`src/rtl/prt_tx_dispatcher_if.sv`:
```
// Signal bundle between the PRT transmit dispatcher and its surroundings: tag queue
// push side, PRT read port, MAC byte stream and status.
interface prt_tx_dispatcher_if #(
   parameter int unsigned DATA_WIDTH = 8
);
   logic                  tag_push;
   logic [5:0]            tag_push_slot;
   logic                  tag_queue_full;
   logic                  prt_rd_en;
   logic [5:0]            prt_rd_slot_tag;
   logic [DATA_WIDTH-1:0] prt_rd_data;
   logic                  prt_rd_data_valid;
   logic                  prt_rd_frame_complete;
   logic [DATA_WIDTH-1:0] tx_data;
   logic                  tx_valid;
   logic                  tx_last;
   logic                  tx_ready;
   logic                  tx_busy;
   logic [15:0]           frames_sent;
   logic                  frame_error;

   modport master (
      input  tag_push, tag_push_slot, prt_rd_data, prt_rd_data_valid, prt_rd_frame_complete,
             tx_ready,
      output tag_queue_full, prt_rd_en, prt_rd_slot_tag, tx_data, tx_valid, tx_last, tx_busy,
             frames_sent, frame_error
   );

   modport slave (
      output tag_push, tag_push_slot, prt_rd_data, prt_rd_data_valid, prt_rd_frame_complete,
             tx_ready,
      input  tag_queue_full, prt_rd_en, prt_rd_slot_tag, tx_data, tx_valid, tx_last, tx_busy,
             frames_sent, frame_error
   );
endinterface

```
`src/rtl/prt_tx_dispatcher.sv`:
```
// Transmit dispatcher: dequeues slot tags, reads frame bytes from the PRT one at a time
// and streams them to the MAC through a small output buffer.
module prt_tx_dispatcher #(
   parameter int unsigned DATA_WIDTH      = 8,
   parameter int unsigned TAG_QUEUE_DEPTH = 8,
   parameter int unsigned OUT_BUF_DEPTH   = 4
) (
   input logic                 clk,
   input logic                 reset,
   prt_tx_dispatcher_if.master bus
);
   localparam int unsigned TqAw = (TAG_QUEUE_DEPTH > 1) ? $clog2(TAG_QUEUE_DEPTH) : 1;
   localparam int unsigned ObAw = (OUT_BUF_DEPTH > 1) ? $clog2(OUT_BUF_DEPTH) : 1;
   localparam int unsigned ObCw = $clog2(OUT_BUF_DEPTH + 1);

   typedef enum logic [1:0] {StIdle, StFetch, StDrain} state_e;

   state_e                state_q, state_d;
   logic [5:0]            slot_tag_q, slot_tag_d;
   logic                  held_valid_q, held_valid_d;
   logic [DATA_WIDTH-1:0] held_data_q, held_data_d;
   logic                  in_flight_q;
   logic                  frame_error_q, frame_error_d;
   logic [15:0]           frames_sent_q;
   logic                  rd_en;

   logic [5:0]      tq_mem [TAG_QUEUE_DEPTH];
   logic [TqAw-1:0] tq_wptr_q, tq_rptr_q;
   logic [TqAw:0]   tq_cnt_q;
   logic            tq_full, tq_empty, tq_push, tq_pop;

   logic [DATA_WIDTH-1:0] ob_data_mem [OUT_BUF_DEPTH];
   logic                  ob_last_mem [OUT_BUF_DEPTH];
   logic [ObAw-1:0]       ob_wptr_q, ob_rptr_q;
   logic [ObCw-1:0]       ob_cnt_q;
   logic                  ob_nempty, ob_push, ob_push_last, ob_pop, room_ok;

   assign tq_full  = (32'(tq_cnt_q) == TAG_QUEUE_DEPTH);
   assign tq_empty = (tq_cnt_q == '0);
   // Full is judged on the registered count, so a push colliding with a pop when full is lost.
   assign tq_push  = bus.tag_push && !tq_full;

   assign ob_nempty = (ob_cnt_q != '0);
   assign ob_pop    = ob_nempty && bus.tx_ready;
   assign room_ok   = (32'(ob_cnt_q) + 32'(held_valid_q) + 32'(in_flight_q)) < OUT_BUF_DEPTH;

   always_comb begin
      state_d       = state_q;
      slot_tag_d    = slot_tag_q;
      held_valid_d  = held_valid_q;
      held_data_d   = held_data_q;
      frame_error_d = 1'b0;
      rd_en         = 1'b0;
      ob_push       = 1'b0;
      ob_push_last  = 1'b0;
      tq_pop        = 1'b0;
      unique case (state_q)
         StIdle: begin
            if (!tq_empty) begin
               slot_tag_d   = tq_mem[tq_rptr_q];
               held_valid_d = 1'b0;
               state_d      = StFetch;
            end
         end
         StFetch: begin
            if (in_flight_q) begin
               // data_valid wins over frame_complete when both are set
               if (bus.prt_rd_data_valid) begin
                  ob_push      = held_valid_q;
                  held_data_d  = bus.prt_rd_data;
                  held_valid_d = 1'b1;
               end else if (bus.prt_rd_frame_complete) begin
                  if (held_valid_q) begin
                     ob_push      = 1'b1;
                     ob_push_last = 1'b1;
                     held_valid_d = 1'b0;
                     state_d      = StDrain;
                  end else begin
                     frame_error_d = 1'b1;
                     tq_pop        = 1'b1;
                     state_d       = StIdle;
                  end
               end else begin
                  held_valid_d  = 1'b0;
                  frame_error_d = 1'b1;
                  state_d       = StDrain;
               end
            end else begin
               rd_en = room_ok;
            end
         end
         StDrain: begin
            if (!ob_nempty) begin
               tq_pop  = 1'b1;
               state_d = StIdle;
            end
         end
         default: state_d = StIdle;
      endcase
   end

   always_ff @(posedge clk) begin
      if (reset) begin
         state_q       <= StIdle;
         slot_tag_q    <= '0;
         held_valid_q  <= 1'b0;
         held_data_q   <= '0;
         in_flight_q   <= 1'b0;
         frame_error_q <= 1'b0;
         frames_sent_q <= '0;
      end else begin
         state_q       <= state_d;
         slot_tag_q    <= slot_tag_d;
         held_valid_q  <= held_valid_d;
         held_data_q   <= held_data_d;
         in_flight_q   <= rd_en;
         frame_error_q <= frame_error_d;
         if (ob_pop && ob_last_mem[ob_rptr_q]) frames_sent_q <= frames_sent_q + 16'd1;
      end
   end

   always_ff @(posedge clk) begin
      if (reset) begin
         tq_wptr_q <= '0;
         tq_rptr_q <= '0;
         tq_cnt_q  <= '0;
         ob_wptr_q <= '0;
         ob_rptr_q <= '0;
         ob_cnt_q  <= '0;
      end else begin
         if (tq_push) tq_wptr_q <= (32'(tq_wptr_q) == TAG_QUEUE_DEPTH - 1) ? '0 : tq_wptr_q + TqAw'(1);
         if (tq_pop)  tq_rptr_q <= (32'(tq_rptr_q) == TAG_QUEUE_DEPTH - 1) ? '0 : tq_rptr_q + TqAw'(1);
         case ({tq_push, tq_pop})
            2'b10:   tq_cnt_q <= tq_cnt_q + (TqAw + 1)'(1);
            2'b01:   tq_cnt_q <= tq_cnt_q - (TqAw + 1)'(1);
            default: ;
         endcase
         if (ob_push) ob_wptr_q <= (32'(ob_wptr_q) == OUT_BUF_DEPTH - 1) ? '0 : ob_wptr_q + ObAw'(1);
         if (ob_pop)  ob_rptr_q <= (32'(ob_rptr_q) == OUT_BUF_DEPTH - 1) ? '0 : ob_rptr_q + ObAw'(1);
         case ({ob_push, ob_pop})
            2'b10:   ob_cnt_q <= ob_cnt_q + ObCw'(1);
            2'b01:   ob_cnt_q <= ob_cnt_q - ObCw'(1);
            default: ;
         endcase
      end
   end

   always_ff @(posedge clk) begin
      if (tq_push) tq_mem[tq_wptr_q] <= bus.tag_push_slot;
      if (ob_push) begin
         ob_data_mem[ob_wptr_q] <= held_data_q;
         ob_last_mem[ob_wptr_q] <= ob_push_last;
      end
   end

   assign bus.tag_queue_full  = tq_full;
   assign bus.prt_rd_en       = rd_en;
   assign bus.prt_rd_slot_tag = slot_tag_q;
   assign bus.tx_valid        = ob_nempty;
   assign bus.tx_data         = ob_nempty ? ob_data_mem[ob_rptr_q] : '0;
   assign bus.tx_last         = ob_nempty ? ob_last_mem[ob_rptr_q] : 1'b0;
   assign bus.tx_busy         = (state_q != StIdle);
   assign bus.frames_sent     = frames_sent_q;
   assign bus.frame_error     = frame_error_q;
endmodule
```
`src/flat_wrapper.sv`:
```
// flat-port wrapper written by rule: the top's interface ports become plain ports
module prt_tx_dispatcher_flat 
#(
   parameter int unsigned DATA_WIDTH      = 8,
   parameter int unsigned TAG_QUEUE_DEPTH = 8,
   parameter int unsigned OUT_BUF_DEPTH   = 4
)
  (clk, reset, bus_tag_push, bus_tag_push_slot, bus_prt_rd_data, bus_prt_rd_data_valid, bus_prt_rd_frame_complete, bus_tx_ready, bus_tag_queue_full, bus_prt_rd_en, bus_prt_rd_slot_tag, bus_tx_data, bus_tx_valid, bus_tx_last, bus_tx_busy, bus_frames_sent, bus_frame_error);
  prt_tx_dispatcher_if #(.DATA_WIDTH(DATA_WIDTH)) bus_i ();
  input logic clk;
  input logic reset;
  input wire logic [$bits(bus_i.tag_push)-1:0] bus_tag_push;
  input wire logic [$bits(bus_i.tag_push_slot)-1:0] bus_tag_push_slot;
  input wire logic [$bits(bus_i.prt_rd_data)-1:0] bus_prt_rd_data;
  input wire logic [$bits(bus_i.prt_rd_data_valid)-1:0] bus_prt_rd_data_valid;
  input wire logic [$bits(bus_i.prt_rd_frame_complete)-1:0] bus_prt_rd_frame_complete;
  input wire logic [$bits(bus_i.tx_ready)-1:0] bus_tx_ready;
  output wire logic [$bits(bus_i.tag_queue_full)-1:0] bus_tag_queue_full;
  output wire logic [$bits(bus_i.prt_rd_en)-1:0] bus_prt_rd_en;
  output wire logic [$bits(bus_i.prt_rd_slot_tag)-1:0] bus_prt_rd_slot_tag;
  output wire logic [$bits(bus_i.tx_data)-1:0] bus_tx_data;
  output wire logic [$bits(bus_i.tx_valid)-1:0] bus_tx_valid;
  output wire logic [$bits(bus_i.tx_last)-1:0] bus_tx_last;
  output wire logic [$bits(bus_i.tx_busy)-1:0] bus_tx_busy;
  output wire logic [$bits(bus_i.frames_sent)-1:0] bus_frames_sent;
  output wire logic [$bits(bus_i.frame_error)-1:0] bus_frame_error;
  assign bus_i.tag_push = bus_tag_push;
  assign bus_i.tag_push_slot = bus_tag_push_slot;
  assign bus_i.prt_rd_data = bus_prt_rd_data;
  assign bus_i.prt_rd_data_valid = bus_prt_rd_data_valid;
  assign bus_i.prt_rd_frame_complete = bus_prt_rd_frame_complete;
  assign bus_i.tx_ready = bus_tx_ready;
  assign bus_tag_queue_full = bus_i.tag_queue_full;
  assign bus_prt_rd_en = bus_i.prt_rd_en;
  assign bus_prt_rd_slot_tag = bus_i.prt_rd_slot_tag;
  assign bus_tx_data = bus_i.tx_data;
  assign bus_tx_valid = bus_i.tx_valid;
  assign bus_tx_last = bus_i.tx_last;
  assign bus_tx_busy = bus_i.tx_busy;
  assign bus_frames_sent = bus_i.frames_sent;
  assign bus_frame_error = bus_i.frame_error;
  prt_tx_dispatcher #(.DATA_WIDTH(DATA_WIDTH), .TAG_QUEUE_DEPTH(TAG_QUEUE_DEPTH), .OUT_BUF_DEPTH(OUT_BUF_DEPTH)) u_core (.clk(clk), .reset(reset), .bus(bus_i));
endmodule
```
`config.mk`:
```
export PLATFORM = sky130hd
export DESIGN_NAME = prt_tx_dispatcher_flat
export DESIGN_NICKNAME = d
export VERILOG_FILES = /design/src/rtl/prt_tx_dispatcher_if.sv /design/src/rtl/prt_tx_dispatcher.sv /design/src/flat_wrapper.sv
export SDC_FILE = /design/constraint.sdc
export NUM_CORES = 1
export LEC_CHECK = 0
export CAP_MARGIN = 0
export CORE_MARGIN = 3
export CORE_UTILIZATION = 60
export DETAILED_ROUTE_END_ITERATION = 10
export GPL_TIMING_DRIVEN = 0
export PLACE_DENSITY = 0.85
export SYNTH_ARGS = -nofsm -noshare
export SYNTH_HDL_FRONTEND = slang
export SYNTH_SLANG_ARGS = --single-unit
export TNS_END_PERCENT = 20
```
`constraint.sdc`:
```
create_clock -name clk -period 8 [get_ports clk]
set_clock_uncertainty 0.05 [all_clocks]
set_input_delay 2.4 -clock clk [delete_from_list [all_inputs] [get_ports clk]]
set_output_delay 2.4 -clock clk [all_outputs]
set_load 0.005 [all_outputs]
```
# --- Word-level counts from Yosys, hierarchy flattened ---
# Memories as Yosys holds them, arrays and structs flattened. A register that Yosys moved wholly into a read port is not among the register bits.
# Cells that the tools add are included.
# W data, S select, Z words.
word_totals:
  ff_bits: 46
  ramBits: 84
  input_bits: 20
  out_inout_bits: 36
  wordCells: 105
  memories: 3
classes:
  add_sub_neg: 11
  order_cmp: 1
  n_eq_ne: 15
  muxes: 44
  n_bitwise: 3
  n_reduce_logical: 16
memory_table:
  columns: ["memory", "words", "width", "read_ports", "rd_clocked_by_memory_dff", "wr", "line", "text"]
  rows:
  - ["u_core.tq_mem", 8, 6, 1, 1, 1, "prt_tx_dispatcher.sv:27", "logic [5:0] tq_mem [TAG_QUEUE_DEPTH];"]
  - ["u_core.ob_data_mem", 4, 8, 1, 1, 1, "prt_tx_dispatcher.sv:32", "logic [DATA_WIDTH-1:0] ob_data_mem [OUT_BUF_DEPTH];"]
  - ["u_core.ob_last_mem", 4, 1, 1, 1, 1, "prt_tx_dispatcher.sv:33", "logic ob_last_mem [OUT_BUF_DEPTH];"]
op_table:
  columns: ["op", "n"]
  rows:
  - ["$add A32 B1 Y32", 1]
  - ["$lt A32 B3 Y1 const B", 1]
  - ["$mux W1", 24]
  - ["$mux W2", 12]
  - ["$add A16 B1 Y16 const B", 1]
  - ["$eq A2 B2 Y1 const B", 5]
  - ["$add A3 B1 Y3 const B", 3]
  - ["$mux W8", 1]
  - ["$pmux W4 S2", 1]
  - ["$reduce_bool A2 Y1", 4]
  - ["$eq A2 B1 Y1 const B", 3]
  - ["$eq A3 B3 Y1 const B", 2]
  - ["$mux W3", 2]
  - ["$ne A2 B2 Y1 const B", 3]
  - ["$pmux W2 S3", 1]
  - ["$pmux W3 S2", 1]
  - ["$reduce_and A3 Y1", 2]
  - ["$add A2 B1 Y2 const B", 2]
  - ["$add A3 B1 Y4", 1]
  - ["$add A4 B1 Y4 const B", 1]
  - ["$eq A4 B4 Y1 const B", 1]
  - ["$logic_not A4 Y1", 1]
  - ["$pmux W1 S2", 2]
  - ["$reduce_and A4 Y1", 1]
  - ["10 further kinds", 14]

# --- Longest topological paths before layout ---
logic_depth:
  word_depth: 7
  mapped_depth: 13

# --- Worst setup path before layout ---
# OpenSTA, ideal clock, no wires.
synth_path:
  path_type: "input -> register"
  from: "input bus_prt_rd_data_valid"
  to: "register u_core.tq_cnt_q[2]"
  setup_time_ns: 0.070
  t_arrival_ns: 4.181
  required_time_ns: 7.880
  path_slack_ns: 3.698
  cell_stages: 10
  n_path_buf: 0
  cell_sequence: "and3b_1 -> a22oi_1 -> nor2_1 -> ha_1 -> xor2_1 -> ha_1 -> a21oi_1 -> xor2_1 -> or3_1 -> a21oi_1"
synth_via:
  elab_chain_len: 5
  word_cells_on_any_way: 7
synth_lines:
  columns: ["item", "line", "text"]
  rows:
  - ["from (decl)", "flat_wrapper.sv:15", "input wire logic [$bits(bus_i.prt_rd_data_valid)-1:0] bus_prt_rd_data_valid;"]
  - ["$mux W1 (*)", "prt_tx_dispatcher.sv:68", "if (bus.prt_rd_data_valid) begin"]
  - ["$mux W1 (*)", "prt_tx_dispatcher.sv:66", "if (in_flight_q) begin"]
  - ["$pmux W1 S2 (*)", "prt_tx_dispatcher.sv:57", "unique case (state_q)"]
  - ["via u_core.tq_pop", "prt_tx_dispatcher.sv:30", "logic tq_full, tq_empty, tq_push, tq_pop;"]
  - ["$eq A2 B1 Y1 / $eq A2 B2 Y1 (equally long branches)", "prt_tx_dispatcher.sv:133", "case ({tq_push, tq_pop})"]
  - ["$pmux W4 S2 / $reduce_bool A2 Y1 (equally long branches)", null, null]
  - ["to (signal assigned)", "prt_tx_dispatcher.sv:134", "2'b10: tq_cnt_q <= tq_cnt_q + (TqAw + 1)'(1);"]
  - ["to (signal assigned)", "prt_tx_dispatcher.sv:135", "2'b01: tq_cnt_q <= tq_cnt_q - (TqAw + 1)'(1);"]
  - ["to (decl)", "prt_tx_dispatcher.sv:29", "logic [TqAw:0] tq_cnt_q;"]
# The timed path passes the listed nets; every way through them passes the cells marked *.
# A chain may end at the register's enable or synchronous reset.

# --- Worst setup path in the final report ---
layout_path:
  from: "register u_core.ob_cnt_q[0]"
  to: "output bus_prt_rd_en"
layout_via:
  elab_chain_len: 5
layout_lines:
  columns: ["item", "line", "text"]
  rows:
  - ["from (decl)", "prt_tx_dispatcher.sv:35", "logic [ObCw-1:0] ob_cnt_q;"]
  - ["from (signal assigned)", "prt_tx_dispatcher.sv:141", "2'b10: ob_cnt_q <= ob_cnt_q + ObCw'(1);"]
  - ["from (signal assigned)", "prt_tx_dispatcher.sv:142", "2'b01: ob_cnt_q <= ob_cnt_q - ObCw'(1);"]
  - ["$add A3 B1 Y4", "prt_tx_dispatcher.sv:45", "assign room_ok = (32'(ob_cnt_q) + 32'(held_valid_q) + 32'(in_flight_q)) < OUT_BUF_DEPTH;"]
  - ["$add A32 B1 Y32", "prt_tx_dispatcher.sv:45", null]
  - ["$lt A32 B3 Y1", "prt_tx_dispatcher.sv:45", null]
  - ["$mux W1", "prt_tx_dispatcher.sv:66", null]
  - ["$mux W1", "prt_tx_dispatcher.sv:57", null]
  - ["to (decl)", "flat_wrapper.sv:19", "output wire logic [$bits(bus_i.prt_rd_en)-1:0] bus_prt_rd_en;"]
# No other way between the ends.

==> impl_metrics.csv <==
group,metric,value,unit
power,power_density,248.2,mW/mm²
global_routing,gr-total-overflow,0,
die,pin_count,56,
routing,ant_nets,0,
routing,vias_per_cell,5.814,
die,start_util,62.48,%
clock_tree,cts.clk_slew.worst_paths,60,ps
synth,synth_fp_nets,472,
synth,synth-edff-count,84,
die,rows,35,
synth,yosysSeqAreaShare,61.83,%
global_routing,grt_max_degree,17,
global_routing,antenna_found_initial,0,
min_path,min_path_type,"register to register",
synth,yosys.area_share.xor_xnor,1.653,%
synth,yosys.area_share.simple,12.32,%
timing,finalSetupViolCount,0,
power,peakVddDrop,158.4,µV
placed_design,dp_hpwl,7.873,mm
placed_design,postPlaceCellArea,0.006530,mm²
die,die_height,104.6,µm
clock_tree,clock_latency,530,ps
timing,period_needed,4948,ps
routing,first_pass_iters,4,
timing,period_share,61.85,%
timing,slew_viol_final,0,
synth,synth_fa_ha_area_share,4.422,%
synth,syn_area,0.005828,mm²
worst_setup_path,crit_path_top_delay_cell,"clkdlybuf4s50_1",
clock_tree,clkSinkCount,138,
timing,slew_headroom,34.55,%
synth,ys_async_sr_fraction,0,%
worst_setup_path,critPathKind,"register to output pin",
power,p_leak,2.521,nW
clock_tree,max-clock-path-buffers,2,
worst_setup_path,crit_chain,"ha_1, ha_1, a21boi_0, a21oi_1, nor3b_1, clkdlybuf4s50_1",
placed_design,place.gp.congestion,0.7610,
timing,rsz0062_at_grt,"no",
routing,drc_errors,0,
timing,hold_viol_final,0,
clock_tree,cts_tree,"done",
placed_design,io_buffers,54,
timing,fmax,202.1,MHz
routing,wl_per_cell,18.32,µm
clock_tree,root_buffer,"clkbuf_8",
clock_tree,cts_buffers,17,
routing,drtIter0Drc,162,
worst_setup_path,max_stage_delay,570,ps
cells_and_area,nets,545,
routing,wirelength,11.83,mm
synth,synth_top_family_by_area,"simple AND/OR/NAND/NOR gates",
clock_tree,hold_buffers,0,
clock_tree,cts_setup_buffers,0,
outcome,status,"complete, no violations",
worst_setup_path,worstPathRequired,5550,ps
die,die_area,0.01093,mm²
timing,worst_pin_slew,974.3,ps
clock_tree,cts.repair.resized,0,
flow_run,drv_cap,0,
synth,muxShareOfSynthArea,10.88,%
worst_setup_path,cp-start-kind,"register",
synth,synth-compound-area-share,6.548,%
synth,synth_top_flop_cell,"edfxtp_1",
power,power,1.774,mW
global_routing,grt_usage,23.28,%
worst_setup_path,cp.arrival,2500,ps
die,core,0.009328,mm²
synth,syn-instance-count,432,
synth,yosysUniqueCellTypes,49,
die,dieWidth,104.6,µm
cells_and_area,fillers,594,
timing,fin_setup_tns,0,ps
global_routing,grt_pass1_wl,19.65,mm
cells_and_area,drive_above_1_share,11.41,%
cells_and_area,syn2layout_area_growth,22.63,%
worst_setup_path,worstPathMaxFanout,6,
routing,vias,3756,
worst_setup_path,crit_top_cell,"ha_1",
cells_and_area,num_antenna_cells,0,
cells_and_area,design_area,0.007147,mm²
synth,ys_ff_latch,138,
clock_tree,htreeDepth,4,
worst_setup_path,end_kind,"output pin",
global_routing,grt_pass1_vias,3922,
synth,yosys_warnings,0,
synth,post_synth.cell_area_avg,13.49,µm²
[worst paths after layout]
path                                                              start                                      end  slack (ps)  cells past startpoint
worst max-delay path                    u_core.ob_cnt_q[0]$_SDFFE_PP0P_                            bus_prt_rd_en        3050                      6
worst min register to register  u_core.bus.frames_sent[15]$_SDFFE_PP0P_  u_core.bus.frames_sent[15]$_SDFFE_PP0P_         440                      2
worst min-delay path            u_core.bus.frames_sent[15]$_SDFFE_PP0P_  u_core.bus.frames_sent[15]$_SDFFE_PP0P_         440                      2
worst max register to register           u_core.state_q[1]$_SDFFE_PP0P_          u_core.tq_cnt_q[2]$_SDFFE_PP0P_        4990                     13
[cell families after synthesis]
family                     Yosys count
buffers and inverters               30
muxes                               34
xor gates and xnor gates            11
AOI/OAI and AO/OA                   64
adders and majority gates           20
DFF                                138
and+or+nand+nor                    135
[sequential cells by signal, indices dropped and copies added, names as in the netlist, 2 cells and up, named ones only]
name and flops:
u_core.tq_rptr_q 3, u_core.tq_cnt_q 4, u_core.held_data_q 8, u_core.ob_data_mem 32
u_core.ob_wptr_q 2, u_core.state_q 2, u_core.bus.prt_rd_slot_tag 6, u_core.bus.frames_sent 16
u_core.ob_cnt_q 3, u_core.ob_last_mem 4, u_core.ob_rptr_q 2, u_core.tq_wptr_q 3
u_core.tq_mem 48
[layout make-up]
class,instances,area [µm²],area share [%]
Buffer,19,95.09,1.331
Clock buffer,18,417.9,5.847
Clock inverter,13,192.7,2.696
Inverter,11,41.29,0.5777
Multi-Input combinational cell,264,2095,29.31
Sequential cell,138,3603,50.42
Tap cell,129,161.4,2.258
Timing Repair Buffer,54,540.5,7.563
[synthesized netlist by cell type (2+ instances only)]
master    instances  area share, %
o21ai_0          12            1.0
nand3b_1          4           0.52
nand2b_1          7           0.75
mux4_2           13            5.0
nand2_1          28            1.8
or4_1             3           0.39
buf_6             2           0.39
buf_2             6           0.52
and3_1            6           0.64
o31ai_1           2           0.26
and4_1            2           0.30
ha_1             19            4.1
dfxtp_1          54             19
nor4_1            2           0.21
a211oi_1          7           0.90
nor3_1            7           0.60
clkbuf_1         10           0.64
mux4_1            8            3.6
and2_1           14            1.5
nand3_1           8           0.69
nand4_1           3           0.32
or3_1            10            1.1
a21oi_1          33            2.8
edfxtp_1         84             43
xor2_1           10            1.5
mux2i_1          12            2.1
inv_1            11           0.71
nor2b_1           3           0.32
nor2_1           32            2.1
[power breakdown]
| group | internal (mW) | total [mW] | switching [mW] |
|---|---|---|---|
| Clock | 0.509 | 0.810 | 0.301 |
| Combinational | 0.0814 | 0.169 | 0.0878 |
| Sequential | 0.776 | 0.795 | 0.0187 |
| Total | 1.37 | 1.77 | 0.408 |
[critical path: cells and delay by family, from the launching register on]
kind | cells | cell delay [ps]
compound gates | 2 | 260
fa+ha+maj | 2 | 390
buf+inv | 1 | 570
flops | 1 | 450
simple gates | 1 | 310
[layer usage]
layer  track usage, %  vias up  wire, µm
met5                0        -         0
met4            8.452        0       244
met3            6.547       26       620
met2            41.70      111      6299
met1            26.51     1851      4668
li1                 -     1768         -
[through the flow]
stage | utilization (%) | std cells | hold WS [ps] | setup slack (ps)
2_1_floorplan | - | 432 | 410.0 | 3698
3_3_place_gp | 70.01 | 615 | 418.7 | 2887
3_5_place_dp | 70.01 | 615 | 432.5 | 2775
6_report | 76.62 | 646 | 440.9 | 3052
4_1_cts | 76.55 | 646 | 441.7 | 3046
5_1_grt | 76.62 | 646 | 469.7 | 2883
[cells in the final DEF, fill, tap and decap left out, drive strengths merged, types with 2 or more instances in the layout]
master,count
o31ai,2
nand3b,4
o21ai,12
clkinvlp,2
nor3,7
and2,14
nor2b,3
a211oi,7
dfxtp,54
xor2,10
and3,6
clkbuf,29
ha,19
nor4,2
or4,3
buf,8
a21oi,33
edfxtp,84
or3,10
nand2b,7
mux4,21
nand3,8
inv,15
bufinv,4
mux2i,12
clkinv,3
nor2,32
o31a,2
clkdlybuf4s50,54
nand2,28
and4,3
nand4,4
Note: power is estimated with default switching activity, not from simulation.
